==> src/rtl/hd_block_writer_if.sv <==
// ----------------------------------------------------------------------------
// hd_block_writer_if
//   Bundles the request, RAM read and HD write signals of the block writer.
//   slave  : the block writer itself (takes requests and RAM data, drives the
//            RAM read port, the HD write port and status).
//   master : the environment (requester plus RAM and HD models).
//
//   start/block_num/ram_base/length : save request
//   ram_addr/ram_re/ram_data        : synchronous RAM read port
//   hd_addr/hd_wdata/hd_we          : HD write port
//   busy/done/error                 : status
// ----------------------------------------------------------------------------
interface hd_block_writer_if;
    logic        start;
    logic [31:0] block_num;
    logic [31:0] ram_base;
    logic [31:0] length;
    logic [31:0] ram_addr;
    logic        ram_re;
    logic [31:0] ram_data;
    logic [31:0] hd_addr;
    logic [31:0] hd_wdata;
    logic        hd_we;
    logic        busy;
    logic        done;
    logic        error;

    modport master (
        output start, block_num, ram_base, length, ram_data,
        input  ram_addr, ram_re, hd_addr, hd_wdata, hd_we, busy, done, error
    );

    modport slave (
        input  start, block_num, ram_base, length, ram_data,
        output ram_addr, ram_re, hd_addr, hd_wdata, hd_we, busy, done, error
    );
endinterface

==> src/rtl/hd_block_writer.sv <==
// ----------------------------------------------------------------------------
// hd_block_writer
//   Swap-out engine: copies a process image from RAM into its fixed-size HD
//   block. Writes a one-word length header at the block base, then streams the
//   payload to the following HD lines with no gaps.
//
// Ports:
//   clk    : clock, all state changes on posedge
//   reset  : asynchronous, active-high; returns to IDLE with all outputs 0
//   bus    : hd_block_writer_if.slave (request, RAM read port, HD write port,
//            busy/done/error status)
//
// Parameters:
//   BLOCK_SIZE : HD words per block (header + up to BLOCK_SIZE-1 payload words)
//   HD_DEPTH   : HD words in total; HD_DEPTH/BLOCK_SIZE blocks
// ----------------------------------------------------------------------------
module hd_block_writer #(
    parameter int BLOCK_SIZE = 200,
    parameter int HD_DEPTH   = 4000
) (
    input  logic               clk,
    input  logic               reset,
    hd_block_writer_if.slave   bus
);

    localparam int          NB      = HD_DEPTH / BLOCK_SIZE;
    localparam logic [31:0] NB_W    = 32'(NB);
    localparam logic [31:0] BS_W    = 32'(BLOCK_SIZE);
    localparam logic [31:0] MAX_LEN = 32'(BLOCK_SIZE - 1);

    typedef enum logic [2:0] {
        IDLE,
        HEADER,
        PRIME,
        COPY,
        DONE
    } state_t;

    state_t      state;
    logic [31:0] len_r;   // captured payload length L
    logic [31:0] wcnt;    // index k of the payload word currently on the HD port

    // A request fits when the block exists and the payload fits behind the header.
    function automatic logic req_ok(input logic [31:0] bn, input logic [31:0] len);
        return (bn < NB_W) && (len != 32'd0) && (len <= MAX_LEN);
    endfunction

    always_ff @(posedge clk or posedge reset) begin
        if (reset) begin
            state        <= IDLE;
            len_r        <= 32'd0;
            wcnt         <= 32'd0;
            bus.ram_addr <= 32'd0;
            bus.ram_re   <= 1'b0;
            bus.hd_addr  <= 32'd0;
            bus.hd_wdata <= 32'd0;
            bus.hd_we    <= 1'b0;
            bus.busy     <= 1'b0;
            bus.done     <= 1'b0;
            bus.error    <= 1'b0;
        end else begin
            bus.done  <= 1'b0;
            bus.error <= 1'b0;

            case (state)
                // DONE behaves like IDLE for request sampling so that a start
                // in the done cycle is taken without an extra gap.
                IDLE, DONE: begin
                    state <= IDLE;
                    if (bus.start) begin
                        if (req_ok(bus.block_num, bus.length)) begin
                            state        <= HEADER;
                            len_r        <= bus.length;
                            bus.hd_we    <= 1'b1;
                            bus.hd_addr  <= bus.block_num * BS_W;
                            bus.hd_wdata <= bus.length;
                            bus.ram_re   <= 1'b1;
                            bus.ram_addr <= bus.ram_base;
                            bus.busy     <= 1'b1;
                        end else begin
                            bus.error <= 1'b1;
                        end
                    end
                end

                // Header is on the HD port; read 0 is in flight. Issue read 1.
                HEADER: begin
                    state     <= PRIME;
                    bus.hd_we <= 1'b0;
                    if (len_r > 32'd1) begin
                        bus.ram_re   <= 1'b1;
                        bus.ram_addr <= bus.ram_addr + 32'd1;
                    end else begin
                        bus.ram_re <= 1'b0;
                    end
                end

                // Read 0 data is now on ram_data: write payload word 0, issue read 2.
                PRIME: begin
                    state        <= COPY;
                    wcnt         <= 32'd0;
                    bus.hd_we    <= 1'b1;
                    bus.hd_addr  <= bus.hd_addr + 32'd1;
                    bus.hd_wdata <= bus.ram_data;
                    if (len_r > 32'd2) begin
                        bus.ram_re   <= 1'b1;
                        bus.ram_addr <= bus.ram_addr + 32'd1;
                    end else begin
                        bus.ram_re <= 1'b0;
                    end
                end

                // Reads run two words ahead of writes; stop issuing at word L-1.
                COPY: begin
                    if (wcnt == len_r - 32'd1) begin
                        state      <= DONE;
                        bus.hd_we  <= 1'b0;
                        bus.ram_re <= 1'b0;
                        bus.busy   <= 1'b0;
                        bus.done   <= 1'b1;
                    end else begin
                        wcnt         <= wcnt + 32'd1;
                        bus.hd_addr  <= bus.hd_addr + 32'd1;
                        bus.hd_wdata <= bus.ram_data;
                        if (wcnt + 32'd3 < len_r) begin
                            bus.ram_re   <= 1'b1;
                            bus.ram_addr <= bus.ram_addr + 32'd1;
                        end else begin
                            bus.ram_re <= 1'b0;
                        end
                    end
                end

                default: begin
                    state <= IDLE;
                end
            endcase
        end
    end

endmodule

==> src/flat_wrapper.sv <==
// flat-port wrapper written by rule: the top's interface ports become plain ports
module hd_block_writer_flat 
#(
    parameter int BLOCK_SIZE = 200,
    parameter int HD_DEPTH   = 4000
)
  (clk, reset, bus_start, bus_block_num, bus_ram_base, bus_length, bus_ram_data, bus_ram_addr, bus_ram_re, bus_hd_addr, bus_hd_wdata, bus_hd_we, bus_busy, bus_done, bus_error);
  hd_block_writer_if bus_i ();
  input  logic clk;
  input  logic reset;
  input wire logic [$bits(bus_i.start)-1:0] bus_start;
  input wire logic [$bits(bus_i.block_num)-1:0] bus_block_num;
  input wire logic [$bits(bus_i.ram_base)-1:0] bus_ram_base;
  input wire logic [$bits(bus_i.length)-1:0] bus_length;
  input wire logic [$bits(bus_i.ram_data)-1:0] bus_ram_data;
  output wire logic [$bits(bus_i.ram_addr)-1:0] bus_ram_addr;
  output wire logic [$bits(bus_i.ram_re)-1:0] bus_ram_re;
  output wire logic [$bits(bus_i.hd_addr)-1:0] bus_hd_addr;
  output wire logic [$bits(bus_i.hd_wdata)-1:0] bus_hd_wdata;
  output wire logic [$bits(bus_i.hd_we)-1:0] bus_hd_we;
  output wire logic [$bits(bus_i.busy)-1:0] bus_busy;
  output wire logic [$bits(bus_i.done)-1:0] bus_done;
  output wire logic [$bits(bus_i.error)-1:0] bus_error;
  assign bus_i.start = bus_start;
  assign bus_i.block_num = bus_block_num;
  assign bus_i.ram_base = bus_ram_base;
  assign bus_i.length = bus_length;
  assign bus_i.ram_data = bus_ram_data;
  assign bus_ram_addr = bus_i.ram_addr;
  assign bus_ram_re = bus_i.ram_re;
  assign bus_hd_addr = bus_i.hd_addr;
  assign bus_hd_wdata = bus_i.hd_wdata;
  assign bus_hd_we = bus_i.hd_we;
  assign bus_busy = bus_i.busy;
  assign bus_done = bus_i.done;
  assign bus_error = bus_i.error;
  hd_block_writer #(.BLOCK_SIZE(BLOCK_SIZE), .HD_DEPTH(HD_DEPTH)) u_core (.clk(clk), .reset(reset), .bus(bus_i));
endmodule
==> config.mk <==
export PLATFORM = sky130hd
export DESIGN_NAME = hd_block_writer_flat
export DESIGN_NICKNAME = d
export VERILOG_FILES = /design/src/rtl/hd_block_writer_if.sv /design/src/rtl/hd_block_writer.sv /design/src/flat_wrapper.sv
export SDC_FILE = /design/constraint.sdc
export NUM_CORES = 1
export LEC_CHECK = 0
export BUFFER_PORTS_ARGS = -buffer_cell sky130_fd_sc_hd__buf_2
export CORE_MARGIN = 1.5
export CORE_UTILIZATION = 58
export DETAILED_ROUTE_END_ITERATION = 10
export GPL_TIMING_DRIVEN = 0
export PLACE_DENSITY = 0.86
export SLEW_MARGIN = 10
export SYNTH_ARGS = -nofsm -noshare
export SYNTH_HDL_FRONTEND = slang
export SYNTH_SLANG_ARGS = --single-unit
==> constraint.sdc <==
create_clock -name clk -period 5.96 [get_ports clk]
set_input_delay 0.596 -clock clk [delete_from_list [all_inputs] [get_ports clk]]
set_output_delay 0.596 -clock clk [all_outputs]
set_load 0.005 [all_outputs]
==> results.md <==
- Cts hold-fix bufs: 0
- Synthesis-to-layout area growth: 15.7%
- Tightest Pin Transition: 1.07 ns
- Syn Inst Count: 1,723
- Overflow after GRT: 0
- DP HPWL: 33.8 mm
- CP Cell Sequence: buf_1, and3_1, o21ai_0, nor2_1, nand3_1, nor2_1, nand2_1, nor2_1, nand3_1, xnor2_1, ha_1, a21o_1, a21o_1, a211o_1, o211ai_1, a21oi_1, o31ai_1, nand2_2, clkbuf_1, o21ai_0, o21ai_0
- Pwr dens: 283 nW/µm²
- TritonCTS clock tree: built
- # clock sinks: 168
- Status: complete, no violations
- Critical Path AT: 5.93 ns
- CTS root buf: clkbuf_16
- Seq/Total Area, Yosys: 30.1%
- Vias in the first global route: 13,600
- Top FF cell, synth: dfrtp_1
- Leakage power total: 8.04 nW
- Worst Setup Start Kind: flop
- Die W: 158 µm
- Post-DRT Antenna Nets: 0
- Slew margin rel.: 28.7%
- Top Ports: 232
- Crit Path Class: flop to flop
- Reg2reg setup slack: 0.35 ns
- Initial antenna violation count: 0
- Final Total Pwr: 0.00457 W
- Hold Path Class: input port to asynchronous set/reset pin
- First-pass GRT wire length: 68.7 mm
- Die area: 25,000 µm²
- Routed length per instance: 19.0 µm
- VDD IR max: 0.193 mV
- Synth Net Count: 2,004
- Die Ht: 158 µm
- Placed inst area: 15,600 µm²
- Final wirelength: 43.9 mm
- CP bufs+invs: 2
- RSZ-0062 raised after global routing: false
- Clk slew on worst S/H paths: 0.08 ns
- Drt drc: 0
- Slew Viols, Final: 0
- RR Endpoint: u_core.bus.ram_addr[18]
- Worst hold slack: 0.164 ns
- Ys Warns: 0
- CP endpoint kind: flop
- I/O Buffers: 231
- #FFs+latches synth: 168
- GP Congestion: 0.997
- Delay-heaviest family, CP: simple AND/OR/NAND/NOR gates
- Number of DRC markers in iteration 0: 1,668
- Num rows: 56
- Worst R2R Start: u_core.wcnt[4]
- Placeable Area: 23,500 µm²
- Share of synthesized registers carrying an async set or reset: 100%
- Vias post-DR: 14,400
- Critical Path Fanout Max: 10
- Synth Area per Inst: 8.11 µm²
- # nets final: 2,255
- Critical path's largest stage delay: 0.49 ns
- Slowest cell on crit path: o31ai_1
- Post-route cell area: 16,200 µm²
- Num CTS Buffers: 17
- Post-synth EDFFs: 0
- CTS H-Tree Depth: 4
- Post-CTS setup buffers: 0
- Clock buffer depth: 2
- Worst r2r path cells: 21
- Max Clk Rate: 178 MHz
- Share of cells above drive strength 1: 16.2%
- # setup viols final: 0
- Fill cells: 1,967
- First-pass iteration count of the detailed router: 6
- Worst Path Required: 6.27 ns
- Overall Global Routing Usage: 35.0%
- PostCTS Resize Cnt: 0
- Final Hold Fails: 0
- Final Skew: 0.0185 ns
- DR vias/cell: 6.24
- Cell Area, Synth: 14,000 µm²
- Netlist cell types: 80
- Largest net degree at the start of global routing: 111
- Period utilization: 94.2%
- Worst-skew pair later-pin latency: 0.44 ns
- Max-cap viol count: 0
- Initial Util: 59.4%
- Tmin final: 5.61 ns
- Number of diodes: 0
cells in the mapped netlist, types with 16 or more instances:
cell      instances  share of area [%]
o22a_1           19                1.2
nor2_1          175                4.7
a21oi_1         129                4.6
xnor2_1          65                4.1
inv_1           170                4.6
dfrtp_1         168                 30
clkbuf_1         58                1.6
buf_2            16               0.57
or4_1            16               0.86
nor3_1           36                1.3
o21ai_0          85                3.0
nand2_1         165                4.4
a21o_1           16               0.86
nand4_1          42                1.9
and3_1           16               0.72
nand3_1          58                2.1
fa_1             23                3.3
nor4_1           21               0.94
xor2_1           38                2.4
a31oi_1          60                2.7
ha_1            127                 11
or3_1            21               0.94
cells in the final DEF (no fill, tap or decap), drive strengths merged, types with 65 or more instances in the layout:
| cell type | netlist | final |
|---|---|---|
| inv | 171 | 177 |
| buf | 30 | 262 |
| nor2 | 175 | 175 |
| clkbuf | 59 | 77 |
| nand2 | 168 | 168 |
| dfrtp | 168 | 168 |
| a21oi | 129 | 129 |
| o21ai | 86 | 86 |
| xnor2 | 65 | 65 |
| ha | 127 | 127 |
logic make-up after synthesis:
logic type	Yosys count	synth area share, %
simple gates	617	21.9
compound gates	413	18.4
buf+inv	260	7.54
flops	168	30.1
fa+ha+maj	150	14.7
xor+xnor	103	6.46
mux	12	0.940
through the flow:
step	utilization, %	setup WS (ns)	instances	setup TNS (ns)
after CTS	68.6	0.260	2305	0
final	68.7	0.347	2305	0
after floorplan	-	0.817	1723	0
after global routing	68.7	0.0654	2305	0
after detailed placement	66.1	0.302	2274	0
after global placement	66.0	-1.15	2273	-191.87
layout make-up:
cell class / instances / area [µm²] / area share [%]
clock inverter: 13 / 163 / 1.01
clock buffer: 18 / 429 / 2.66
sequential: 168 / 4200 / 26.0
tap: 319 / 399 / 2.47
buffer: 89 / 412 / 2.55
inverter: 171 / 649 / 4.02
multi-input combinational: 1295 / 8720 / 54.0
timing repair buffer: 232 / 1180 / 7.32
flip-flops by register name (all words and copies together) (netlist names), 3 cells and up:
signal,cells
u_core.bus.hd_addr,32
u_core.bus.hd_wdata,32
u_core.bus.ram_addr,32
u_core.len_r,32
u_core.wcnt,32
u_core.state,3
where the power goes:
group	leakage (nW)	switching [W]	internal (W)
clock	0.279	0.000522	0.000629
sequential	2.17	0.000179	0.00134
combinational	5.59	0.00113	0.000766
layer usage:
layer,track usage [%],routed length [µm],up-vias
met5,0,0,-
met3,7.39,4010,158
met1,43.7,16900,6802
met4,19.4,2170,0
met2,56.7,20800,812
li1,-,-,6601
worst max path at each step:
stage	startpoint	endpoint	slack [ns]	cells after the start
finish	u_core.wcnt[4]	u_core.bus.ram_addr[18]	0.35	21
global placement	reset	u_core.wcnt[25]	-1.15	2
CTS	u_core.wcnt[4]	u_core.bus.ram_addr[18]	0.26	19
detailed placement	u_core.wcnt[4]	u_core.bus.ram_addr[14]	0.30	19
floorplan	reset	u_core.bus.busy	0.82	1
global route	u_core.wcnt[2]	u_core.bus.ram_addr[14]	0.07	21
No activity file was read; power rests on OpenSTA's default activity.
